### src/rtl/fetch_pkg.sv
// Shared widths, constants and the queue-entry type for the instruction-fetch stage.
package fetch_pkg;

  localparam int PC_W   = 64;
  localparam int INST_W = 32;

  // addi x0,x0,0 -- what IF/ID sees while nothing valid is queued
  localparam logic [INST_W-1:0] NOP_INST = 32'h0000_0013;

  typedef struct packed {
    logic [PC_W-1:0]   pc;
    logic [INST_W-1:0] inst;
  } fetch_entry_t;

  function automatic logic [PC_W-1:0] word_align(input logic [PC_W-1:0] addr);
    return {addr[PC_W-1:2], 2'b00};
  endfunction

endpackage

### src/rtl/fetch_unit_if.sv
// Instruction-memory request/response bus between the fetch unit (master) and imem (slave).
interface fetch_unit_if;
  import fetch_pkg::*;

  logic              imem_req_valid;
  logic              imem_req_ready;
  logic [PC_W-1:0]   imem_req_addr;
  logic              imem_rsp_valid;
  logic [INST_W-1:0] imem_rsp_data;

  modport master (
    output imem_req_valid,
    output imem_req_addr,
    input  imem_req_ready,
    input  imem_rsp_valid,
    input  imem_rsp_data
  );

  modport slave (
    input  imem_req_valid,
    input  imem_req_addr,
    output imem_req_ready,
    output imem_rsp_valid,
    output imem_rsp_data
  );

endinterface

### src/rtl/fetch_queue.sv
// Depth-2 synchronous FIFO with push, pop and flush; head is read straight from storage.
module fetch_queue #(
  parameter int W = 32
) (
  input  logic         clk,
  input  logic         srst,
  input  logic         flush,
  input  logic         push,
  input  logic         pop,
  input  logic [W-1:0] push_data,
  output logic [W-1:0] head_data,
  output logic [1:0]   count
);

  logic [W-1:0] mem [2];
  logic         rd_ptr;
  logic         wr_ptr;
  logic         do_pop;

  assign do_pop    = pop && (count != 2'd0);
  assign head_data = mem[rd_ptr];

  always_ff @(posedge clk) begin
    if (srst || flush) begin
      rd_ptr <= 1'b0;
      wr_ptr <= 1'b0;
      count  <= 2'd0;
    end else begin
      if (push)
        wr_ptr <= ~wr_ptr;
      if (do_pop)
        rd_ptr <= ~rd_ptr;
      count <= count + {1'b0, push} - {1'b0, do_pop};
    end
  end

  // When full, push+pop writes the slot being vacated by the head, which becomes the tail
  always_ff @(posedge clk) begin
    if (push)
      mem[wr_ptr] <= push_data;
  end

endmodule

### src/rtl/fetch_unit.sv
// Instruction-fetch stage: owns the fetch PC, issues in-order imem requests, buffers
// returned words in a 2-entry queue and restarts at the target on a redirect.
module fetch_unit
  import fetch_pkg::*;
#(
  parameter logic [PC_W-1:0] RESET_PC = '0
) (
  input  logic                clk,
  input  logic                srst,
  input  logic                hazard,
  input  logic                redirect_valid,
  input  logic [PC_W-1:0]     redirect_pc,
  fetch_unit_if.master        imem,
  output logic                inst_valid,
  output logic [INST_W-1:0]   inst_out,
  output logic [PC_W-1:0]     pc_out
);

  logic [PC_W-1:0] fetch_pc;
  logic [1:0]      outstanding;
  logic [1:0]      outstanding_nxt;
  logic [1:0]      drop_cnt;
  logic [1:0]      occ;
  logic [2:0]      credit_used;
  logic            accept;
  logic            rsp;
  logic            push_q;
  logic            pop_q;
  logic [PC_W-1:0] rsp_pc;
  fetch_entry_t    push_entry;
  fetch_entry_t    head_entry;

  assign inst_valid = (occ != 2'd0);
  assign pop_q      = inst_valid && !hazard;
  assign rsp        = imem.imem_rsp_valid;

  // Counting this cycle's pop lets a 1-cycle memory sustain one fetch per cycle; the
  // outstanding check keeps the 2-deep tag queue from overflowing while stale requests drain.
  assign credit_used = {1'b0, outstanding - drop_cnt} + {1'b0, occ} - {2'b00, pop_q};
  assign imem.imem_req_valid = !srst && (credit_used < 3'd2) &&
                               ((outstanding != 2'd2) || rsp);
  assign imem.imem_req_addr  = fetch_pc;

  assign accept          = imem.imem_req_valid && imem.imem_req_ready;
  assign push_q          = rsp && (drop_cnt == 2'd0) && !redirect_valid;
  assign outstanding_nxt = outstanding + {1'b0, accept} - {1'b0, rsp};

  // Every accepted request leaves its PC here, so the tag count is the outstanding count
  fetch_queue #(.W(PC_W)) tag_q (
    .clk       (clk),
    .srst      (srst),
    .flush     (1'b0),
    .push      (accept),
    .pop       (rsp),
    .push_data (fetch_pc),
    .head_data (rsp_pc),
    .count     (outstanding)
  );

  assign push_entry = '{pc: rsp_pc, inst: imem.imem_rsp_data};

  fetch_queue #(.W($bits(fetch_entry_t))) out_q (
    .clk       (clk),
    .srst      (srst),
    .flush     (redirect_valid),
    .push      (push_q),
    .pop       (pop_q),
    .push_data (push_entry),
    .head_data (head_entry),
    .count     (occ)
  );

  // A redirect marks everything still in flight, including this cycle's accept, as stale
  always_ff @(posedge clk) begin
    if (srst) begin
      fetch_pc <= RESET_PC;
      drop_cnt <= 2'd0;
    end else if (redirect_valid) begin
      fetch_pc <= word_align(redirect_pc);
      drop_cnt <= outstanding_nxt;
    end else begin
      if (accept)
        fetch_pc <= fetch_pc + PC_W'(4);
      if (rsp && (drop_cnt != 2'd0))
        drop_cnt <= drop_cnt - 2'd1;
    end
  end

  assign inst_out = inst_valid ? head_entry.inst : NOP_INST;
  assign pc_out   = inst_valid ? head_entry.pc   : '0;

endmodule
### src/flat_wrapper.sv
// flat-port wrapper written by rule: the top's interface ports become plain ports
module fetch_unit_flat import fetch_pkg::*;
#(
  parameter logic [PC_W-1:0] RESET_PC = '0
)
  (clk, srst, hazard, redirect_valid, redirect_pc, inst_valid, inst_out, pc_out, imem_imem_req_valid, imem_imem_req_addr, imem_imem_req_ready, imem_imem_rsp_valid, imem_imem_rsp_data);
  fetch_unit_if imem_i ();
  input  logic clk;
  input  logic srst;
  input  logic hazard;
  input  logic redirect_valid;
  input  logic [PC_W-1:0] redirect_pc;
  output logic inst_valid;
  output logic [INST_W-1:0] inst_out;
  output logic [PC_W-1:0] pc_out;
  output wire logic [$bits(imem_i.imem_req_valid)-1:0] imem_imem_req_valid;
  output wire logic [$bits(imem_i.imem_req_addr)-1:0] imem_imem_req_addr;
  input wire logic [$bits(imem_i.imem_req_ready)-1:0] imem_imem_req_ready;
  input wire logic [$bits(imem_i.imem_rsp_valid)-1:0] imem_imem_rsp_valid;
  input wire logic [$bits(imem_i.imem_rsp_data)-1:0] imem_imem_rsp_data;
  assign imem_imem_req_valid = imem_i.imem_req_valid;
  assign imem_imem_req_addr = imem_i.imem_req_addr;
  assign imem_i.imem_req_ready = imem_imem_req_ready;
  assign imem_i.imem_rsp_valid = imem_imem_rsp_valid;
  assign imem_i.imem_rsp_data = imem_imem_rsp_data;
  fetch_unit #(.RESET_PC(RESET_PC)) u_core (.clk(clk), .srst(srst), .hazard(hazard), .redirect_valid(redirect_valid), .redirect_pc(redirect_pc), .imem(imem_i), .inst_valid(inst_valid), .inst_out(inst_out), .pc_out(pc_out));
endmodule
### config.mk
export PLATFORM = sky130hd
export DESIGN_NAME = fetch_unit_flat
export DESIGN_NICKNAME = d
export VERILOG_FILES = /design/src/rtl/fetch_pkg.sv /design/src/rtl/fetch_unit_if.sv /design/src/rtl/fetch_queue.sv /design/src/rtl/fetch_unit.sv /design/src/flat_wrapper.sv
export SDC_FILE = /design/constraint.sdc
export NUM_CORES = 1
export LEC_CHECK = 0
export BUFFER_PORTS_ARGS = -buffer_cell sky130_fd_sc_hd__buf_2
export CORE_ASPECT_RATIO = 2
export CORE_MARGIN = 2
export CORE_UTILIZATION = 35
export DETAILED_ROUTE_END_ITERATION = 8
export PLACE_DENSITY_LB_ADDON = 0.15
export SYNTH_ARGS = -nofsm -noshare
export SYNTH_HDL_FRONTEND = slang
export SYNTH_SLANG_ARGS = --single-unit
### constraint.sdc
create_clock -name clk -period 6.7 [get_ports clk]
set_clock_uncertainty 0.2 [all_clocks]
set_input_delay 0.67 -clock clk [delete_from_list [all_inputs] [get_ports clk]]
set_output_delay 0.67 -clock clk [all_outputs]
set_load 0.01 [all_outputs]
* Word level (Yosys, flattened, before mapping)
Memory sizes are Yosys's and may differ from the RTL's. A register that Yosys moved wholly into a read port is not among the register bits. Cells that the tools add are included.
Word-level totals: bits in registers 74, bits in writable memories 320, input port bits 102, output and inout bits 162, memories kept 2
Memories:
- u_core.out_q.mem | words 2, width 96, read ports 1, clocked after Yosys merged registers in 1, write ports 1, RTL line fetch_queue.sv:15 | logic [W-1:0] mem [2];
- u_core.tag_q.mem | words 2, width 64, read ports 1, clocked after Yosys merged registers in 1, write ports 1, RTL line fetch_queue.sv:15
Cells by class: $add $sub $neg 10, magnitude comparators 1, equal/unequal tests 1, muxes and demuxes 14, bitwise logic cells 4, reduce and logical (&&, ||, !) cells 21
Operator list (count):
- $mux 64 | 3
- $add 64x3->64 const B | 1
- $mux 32 | 1
- $reduce_bool 2->1 | 5
- $logic_and 1x1->1 | 9
- $mux 1 | 8
- $sub 2x1->2 | 3
- $add 2x1->2 | 2
- $mux 2 | 2
- $not 1->1 | 4
- $add 2x2->3 | 1
- $logic_not 1->1 | 3
- $lt 3x2->1 const B | 1
- $sub 3x1->3 | 1
- $logic_not 2->1 | 1
- $logic_or 1x1->1 | 2
- $ne 2x2->1 const B | 1
- $reduce_or 2->1 | 1
- $sub 2x1->2 const B | 1
- $sub 2x2->2 | 1

* Longest topological paths before layout
Gate-level depths: netlist (run 1).
depth in word-level cells 10, gate-level depth with buffers 19

* Cells and area by module
A second synthesis (run 1) with hierarchy kept.
Second synthesis, totals: cell total of the unflattened synthesis 1181, area total of the unflattened synthesis 17361.7 sq um
Modules (own cells, without submodules):
- fetch_queue (u_core.out_q) | instances 1, cells each 320, area an instance 7364.6 sq um
- fetch_queue (u_core.tag_q) | instances 1, cells each 220, area an instance 5157.4 sq um
- fetch_unit | instances 1, cells each 641, area an instance 4839.6 sq um

* Worst setup path before layout (run 1)
No wires, ideal clock.
path kind reg2reg, start register u_core.out_q.count[0], end memory u_core.tag_q.mem[0][10] in the netlist's numbering (enable), data arrival time 5.208 ns, data required time 6.018 ns, path slack 0.810 ns, cell stages (with the launch flop) 13, clock period less this slack 5.890 ns, path through dfxtp_1 nor2_1 clkbuf_1 clkbuf_1 nor2_1 ha_1 nand2b_1 fa_1 nor2b_1 nand4_1 buf_4 clkbuf_1 nor2_1
On the way: longest elaborated chain between the ends 9
RTL lines:
- start, declared | RTL line fetch_queue.sv:12 | output logic [1:0] count
- start signal, assigned | RTL line fetch_queue.sv:33 | count <= count + {1'b0, push} - {1'b0, do_pop};
- parallel branches: the longest is 2 deep, another holds $add 2x2->3
- $sub 3x1->3 * | RTL line fetch_unit.sv:39 | assign credit_used = {1'b0, outstanding - drop_cnt} + {1'b0, occ} - {2'b00, pop_q};
- $lt 3x2->1 * | RTL line fetch_unit.sv:40 | assign imem.imem_req_valid = !srst && (credit_used < 3'd2) &&
- $logic_and 1x1->1 * (2 in a row) | RTL line fetch_unit.sv:40
- $logic_and 1x1->1 * | RTL line fetch_unit.sv:44 | assign accept = imem.imem_req_valid && imem.imem_req_ready;
- $mux 1 * | RTL line fetch_queue.sv:39 | if (push)
- $mux 1 (implied by the code) * | RTL line fetch_queue.sv:40 | mem[wr_ptr] <= push_data;
- end, declared | RTL line fetch_queue.sv:15
Every way passes the cells marked *.

* Final worst setup path (run 1)
start register u_core.tag_q.count[0], end memory u_core.tag_q.mem[1][60] in the netlist's numbering (enable)
On the way: longest elaborated chain between the ends 9
RTL lines (RTL line):
- start, declared | fetch_queue.sv:12
- start signal, assigned | fetch_queue.sv:33
- $sub 2x2->2 | fetch_unit.sv:39
- $add 2x2->3 | fetch_unit.sv:39
- $sub 3x1->3 | fetch_unit.sv:39
- $lt 3x2->1 | fetch_unit.sv:40
- $logic_and 1x1->1 | fetch_unit.sv:40
- $logic_and 1x1->1 * | fetch_unit.sv:40
- $logic_and 1x1->1 * | fetch_unit.sv:44
- $mux 1 * | fetch_queue.sv:39
- $mux 1 (implied by the code) * | fetch_queue.sv:40
Every way passes the cells marked *; elsewhere a longest branch is shown, timed or not.

==> flow_summary.ini, run 1 <==
[outcome]
status = completed

[placement]
place_hpwl_um = 27000
dp.cells = 1898
post_dp_cell_area_um2 = 17700
place_congestion = 0.763
port_buffers = 257

[synthesis]
netlist_area_um2 = 15900
synth_top_area_cell = edfxtp_1
ys_seq_area_frac = 0.684
netlist_instances = 1125
netlist.area_leader.share = 0.590
synthTopCellsByArea = edfxtp_1 (59%), dfxtp_1 (9.3%), mux2i_1 (6.6%)
ys_seq_elements = 386
synth.distinct_cells = 56
postSynthAreaPerCell_um2 = 14.1
ys_warn_count = 0

[final_layout]
nets = 1490
finalInstanceArea_um2 = 18900
diodes = 0
final_cells = 1966
multi_input_area_um2 = 4720
area_delta_synth_final_pct = 19.3
register_area_um2 = 10900
n_fill_cell = 4242
fin_util = 0.422
drive_gt1_frac = 0.300

[flow_run]
cap_violations = 0

[global_routing]
antenna_found_initial = 5
grt_max_degree = 88
grt_usage = 0.172
grt_pass1_vias = 10100
overflow = 0
grt_pass1_wl_um = 61400

[cts]
cts_sinks = 386
ctsResizeCount = 0
cts-buffers-inserted = 37
clockBufferDepth = 3
cts_setup_buffers = 0
clkTransAtPathRegs_ns = 0.06
cts_tree = yes
cts_hold_buf = 0
htree_num_levels = 2
worstSkewPairLatency_ns = 0.54
cts_root_buffer = clkbuf_16

[sta]
max_slew_margin = 0.318
timing.final.crit_share = 0.631
slew_viol_final = 0
fmax_ghz = 0.237
worst_slew_pin_slew_ns = 1.02
finalHoldViolCount = 0
rsz0062_at_grt = no
worst_hold_slack_ns = 0.131
finalCriticalPeriod_ns = 4.22
setup_viol = 0
finalSetupTns_ns = 0

[setup_path]
r2r-end = u_core.tag_q.mem[1][60]
crit_fanout = 62
r2r_cells = 10
cp.arrival_ns = 4.17
worstPathRequired_ns = 6.65
reg2reg_slack_ns = 2.48
reg2reg_from = u_core.tag_q.count[0]
cp-end-kind = register
criticalPathCategory = reg -> reg
cp-start-kind = register

[power_and_ir_drop]
total_leakage_power_nw = 6.76
peakVddDrop_mv = 0.205
p_int_mw = 4.59
swShare = 0.265
power_frac_comb = 0.155
pwr-share-clk = 0.335
p_per_area_nw_per_um2 = 330
switching_power_mw = 1.66
seqPwrFrac = 0.510

[hold_path]
min_path_type = in -> reg
hold_depth = 1
holdCritStartpoint = imem_imem_rsp_data[6]
min_delay_worst_endpoint = u_core.out_q.mem[0][6]

[route]
route.detailed.drc = 0
wl_per_cell_um = 21.0
via_per_inst = 5.03
vias = 9882
drt_iter0_drc = 438
firstDrtPassIters = 7
final_antenna_net_count = 0
wirelength_um = 41400

[floorplan]
die_h_um = 305
die_w_um = 155
fp-row-count = 110
coreArea_um2 = 44900
start_util = 0.354
dieArea_um2 = 47200
ios = 264
==> worst max-delay path by stage <==
stage / from / end / slack [ns] / cells after the start
after detailed placement: hazard / u_core.tag_q.mem[1][57] / 2.40 / 9
after floorplan: u_core.out_q.count[0] / u_core.tag_q.mem[0][10] / 0.81 / 12
final: u_core.tag_q.count[0] / u_core.tag_q.mem[1][60] / 2.48 / 10
after global routing: u_core.tag_q.count[0] / u_core.imem.imem_req_addr[41] / 2.16 / 13
after global placement: hazard / u_core.tag_q.mem[1][61] / 2.46 / 9
after CTS: u_core.tag_q.count[0] / u_core.tag_q.mem[1][47] / 2.41 / 10
==> cell type report <==
cell class | count | area share
flip-flops and latches | 386 | 0.573
multi-input cells | 660 | 0.249
repair buffers | 270 | 0.0731
clock buffers | 46 | 0.0529
well taps | 560 | 0.0370
clock inverters | 22 | 0.0102
inverters | 22 | 0.00436
==> cells by family (layout without fill, tap and decap cells) <==
logic type      after synthesis  count (layout)  synth area share
xor+xnor                     61              61            0.0337
other cells                   1               4          0.000236
mux                         168             168             0.111
buf+inv                      82             360            0.0218
fa+ha+maj                    11              11           0.00914
simple gates                342             342             0.110
flops                       386             386             0.684
compound gates               74              74            0.0303
==> state kept, by name (all words and copies together) (netlist names), named ones only <==
name,cells
u_core.out_q.rd_ptr,1
u_core.out_q.count,2
u_core.imem.imem_req_addr,62
u_core.drop_cnt,2
u_core.tag_q.wr_ptr,1
u_core.tag_q.mem,124
u_core.out_q.mem,188
u_core.out_q.wr_ptr,1
u_core.tag_q.rd_ptr,1
u_core.tag_q.count,2
==> power groups by stage <==
stage               Clock, mW  Combinational [mW]  Sequential [mW]
floorplan                   0               0.676             3.18
global placement            0               0.961             3.23
detailed placement          0               0.980             3.25
CTS                      2.16               0.989             3.19
global route             2.24                1.07             3.22
finish                   2.09               0.967             3.19
==> cells in the final DEF, fill, tap and decap left out, types with 3 or more instances in the layout <==
cell type and n:
and3_1 9, buf_4 13, clkinv_2 8, clkbuf_1 7, ha_1 10, a211oi_1 26
buf_2 257, xnor2_1 51, edfxtp_1 312, nor3_2 7, a311oi_1 3, conb_1 4
clkinv_1 6, o21a_1 4, nor2_1 151, nand4_2 4, nor2_4 3, mux2_2 63
a21oi_1 23, or3_1 6, mux2i_1 105, nand3_1 21, nand4_1 29, nor4_2 5
nor3_1 21, nor4_1 6, nor3b_1 4, bufinv_16 3, inv_1 20, o21ai_0 10
dfxtp_1 72, xor2_1 10, nand2_1 53, clkbuf_16 39
==> worst max-delay path: stages, from the launching register on <==
cell and delay, ns:
dfxtp_1 0.38, inv_1 0.06, ha_1 0.18, xnor2_1 0.17, xnor2_1 0.14, ha_1 0.26, fa_1 0.54, nor2b_1 0.17
nand4_1 0.15, inv_2 0.59, and2_4 0.92
==> routing by layer <==
metal	vias up	share of wire	GRT usage
li1	4654	-	-
met1	4840	0.38	0.190
met2	306	0.54	0.325
met3	72	0.050	0.0319
met4	10	0.026	0.0594
met5	-	0.0015	0
==> stage by stage <==
stage / setup slack, ns / power [mW]
floorplan: 0.810 / 3.85
global route: 2.16 / 6.53
global placement: 2.46 / 4.19
detailed placement: 2.40 / 4.23
CTS: 2.41 / 6.34
finish: 2.48 / 6.24
==> synthesized netlist by cell type (all sizes together) <==
cell,instances
a211oi,26
a21oi,23
a311oi,3
a31oi,1
a32o,1
and2,4
and3,9
and4,2
buf,24
clkbuf,36
clkinv,1
conb,1
dfxtp,74
edfxtp,312
fa,1
ha,10
inv,21
mux2,63
mux2i,105
nand2,54
nand2b,1
nand3,22
nand3b,1
nand4,35
nand4bb,1
nor2,154
nor2b,2
nor3,29
nor3b,5
nor4,13
o211ai,1
o21a,4
o21ai,10
o21bai,2
o221ai,1
o2bb2ai,1
o31ai,1
or2,1
or3,6
or3b,1
or4,2
xnor2,51
xor2,10
No activity file was read; power rests on OpenSTA's default activity.
==> inputs of run 2 (changes only) <==
ABC_AREA = 1   (was not set)
clock period = 3.45 ns   (was 6.7 ns; I/O delays follow)
==> flow_summary.ini, run 2 <==
[route]
route.detailed.drc = 0
firstDrtPassIters = 7
drt_iter0_drc = 635
wirelength_um = 51700
final_antenna_net_count = 0
vias = 12600
via_per_inst = 4.82
wl_per_cell_um = 19.7

[flow_run]
cap_violations = 0

[final_layout]
n_fill_cell = 4598
largest_register_ffs = 188
multi_input_area_um2 = 5240
fin_util = 0.443
area_delta_synth_final_pct = 25.0
nets = 2079
drive_gt1_frac = 0.229
register_area_um2 = 10900
final_cell_mix = nand2_1 (457), edfxtp_1 (312), buf_2 (257)
layout_commonest_cell = nand2_1
diodes = 0
top_register = u_core.out_q.mem
finalInstanceArea_um2 = 21100

[sta]
worst_slew_pin_slew_ns = 0.769
finalCriticalPeriod_ns = 3.27
finalHoldViolCount = 0
setup_viol = 0
slew_viol_final = 0
rsz0062_at_grt = no
timing.final.crit_share = 0.948
fmax_ghz = 0.306
max_slew_margin = 0.485

[power_and_ir_drop]
p_per_area_nw_per_um2 = 571
swShare = 0.265
power_frac_comb = 0.162
pwr-share-clk = 0.347
seqPwrFrac = 0.492
peakVddDrop_mv = 0.337
p_int_mw = 8.84
total_leakage_power_nw = 8.02
switching_power_mw = 3.19

[synthesis]
synth_compound_area_frac = 0.0687
netlist.area_leader.share = 0.556
ys_warn_count = 0
postSynthAreaPerCell_um2 = 10.4
synthTopCellsByArea = edfxtp_1 (56%), nand2_1 (10%), dfxtp_1 (8.8%)
synthTopCellsByCount = nand2_1 (457), edfxtp_1 (312), a21oi_1 (149)
synth_edf_count = 312
synth-simple-area-share = 0.174
ys_seq_elements = 386
synth-main-ff-cell = edfxtp_1
netlist_area_um2 = 16800
ys_async_sr_fraction = 0
synth_top_family_by_area = simple AND/OR/NAND/NOR gates
synth_xor_area_frac = 0.0135
synth.most_common_cell = nand2_1
synth.distinct_cells = 33
synth_top_area_cell = edfxtp_1
netlist_instances = 1624
ys_seq_area_frac = 0.644
synthMuxAreaShare = 0.0414
synthAdderAreaFrac = 0.00861

[floorplan]
ios = 264
die_h_um = 314
die_w_um = 159
start_util = 0.355
dieArea_um2 = 50000
coreArea_um2 = 47500
fp-row-count = 113

[placement]
place_hpwl_um = 36200
place_congestion = 0.942
post_dp_cell_area_um2 = 19000
port_buffers = 257

[cts]
cts-buffers-inserted = 37
clockBufferDepth = 3
clkTransAtPathRegs_ns = 0.07
htree_num_levels = 2
cts_setup_buffers = 0
cts_sinks = 386
cts_tree = yes
worstSkewPairLatency_ns = 0.54
cts_root_buffer = clkbuf_16

[setup_path]
cp-start-kind = register
cp-end-kind = register
criticalPathCategory = reg -> reg
r2r_cells = 11
cp.arrival_ns = 3.28
reg2reg_from = u_core.tag_q.count[0]
r2r-end = u_core.tag_q.mem[1][16]
reg2reg_slack_ns = 0.18
worstPathRequired_ns = 3.46
crit_fanout = 16

[global_routing]
use_met1 = 0.214
top_usage_layer = met2
grt_pass1_vias = 12800
overflow = 0
antenna_found_initial = 1
grt_max_degree = 74
grt_usage = 0.203
grt_pass1_wl_um = 76700
met2_usage = 0.399
use_met3 = 0.0257

[hold_path]
hold_depth = 5
min_path_type = in -> reg
holdCritStartpoint = redirect_pc[44]
min_delay_worst_endpoint = u_core.imem.imem_req_addr[44]

[outcome]
status = completed
## run 2: cell count changes after synthesis, sizes merged, moves of 46 or more
cell and delta:
a21oi +126, mux2i -105, nand3 +46, nand2 +412
inv +111, o21ai +57
## run 2: area by class of cell
class | count | area share
well taps | 632 | 0.0375
inverters | 133 | 0.0238
clock buffers | 46 | 0.0475
multi-input cells | 1040 | 0.249
flip-flops and latches | 386 | 0.516
clock inverters | 20 | 0.0110
repair buffers | 368 | 0.116
## run 2: how the worst max path moves through the flow
stage | to | depth (start not counted) | slack, ns | from
finish | u_core.tag_q.mem[1][16] | 11 | 0.18 | u_core.tag_q.count[0]
global route | u_core.drop_cnt[1] | 16 | 0.03 | u_core.tag_q.count[0]
CTS | u_core.tag_q.mem[1][12] | 12 | 0.13 | u_core.tag_q.count[0]
detailed placement | u_core.tag_q.mem[1][20] | 12 | 0.15 | u_core.tag_q.count[0]
global placement | u_core.tag_q.mem[1][18] | 12 | 0.20 | u_core.tag_q.count[0]
floorplan | u_core.out_q.mem[1][0] | 4 | -0.57 | redirect_valid
## run 2: kinds of logic after synthesis
| group | Yosys count |
|---|---|
| AO/OA/AOI/OAI | 228 |
| XOR/XNOR | 26 |
| adder cells (fa/ha/maj) | 11 |
| buffers and inverters | 201 |
| flip-flops | 386 |
| multiplexers | 62 |
| other | 1 |
| AND/OR/NAND/NOR | 709 |
## run 2: power by group through the flow
stage	combinational, mW	clock [mW]	sequential (mW)
finish	1.94	4.17	5.91
detailed placement	1.88	0	6.01
floorplan	1.19	0	5.95
global route	2.15	4.43	5.95
CTS	1.96	4.29	5.91
global placement	1.84	0	5.99
## run 2: routing by layer
| metal | vias up | part of all wire |
|---|---|---|
| met5 | - | 0 |
| met4 | 0 | 0.043 |
| met3 | 83 | 0.043 |
| met2 | 362 | 0.54 |
| met1 | 6062 | 0.37 |
| li1 | 6135 | - |
## run 2: what timing repair did
action,4_1_cts,5_1_grt
hold endpoints to repair,117,0
setup endpoints to repair,0,17
resized for setup,0,5
hold buffers,83,0
## run 2: through the flow
| step | TNS (ns) | worst slack, ns | total power [mW] | hold WS, ns | instances |
|---|---|---|---|---|---|
| finish | 0 | 0.179 | 12.0 | 0.0174 | 2625 |
| floorplan | -135.76 | -0.570 | 7.14 | 0.225 | 1627 |
| global placement | 0 | 0.196 | 7.83 | 0.228 | 2476 |
| global route | 0 | 0.0256 | 12.5 | 0.0254 | 2625 |
| CTS | 0 | 0.131 | 12.2 | 0.000429 | 2625 |
| detailed placement | 0 | 0.154 | 7.89 | 0.237 | 2476 |
## run 2: critical path, stage by stage, from the launching register on
cell     delay (ns)
dfxtp_2        0.33
inv_2          0.06
ha_2           0.26
ha_1           0.27
or2_4          0.24
fa_1           0.56
inv_2          0.05
nor2_4         0.13
nand4_4        0.12
buf_4          0.22
nor2_4         0.20
buf_4          0.30
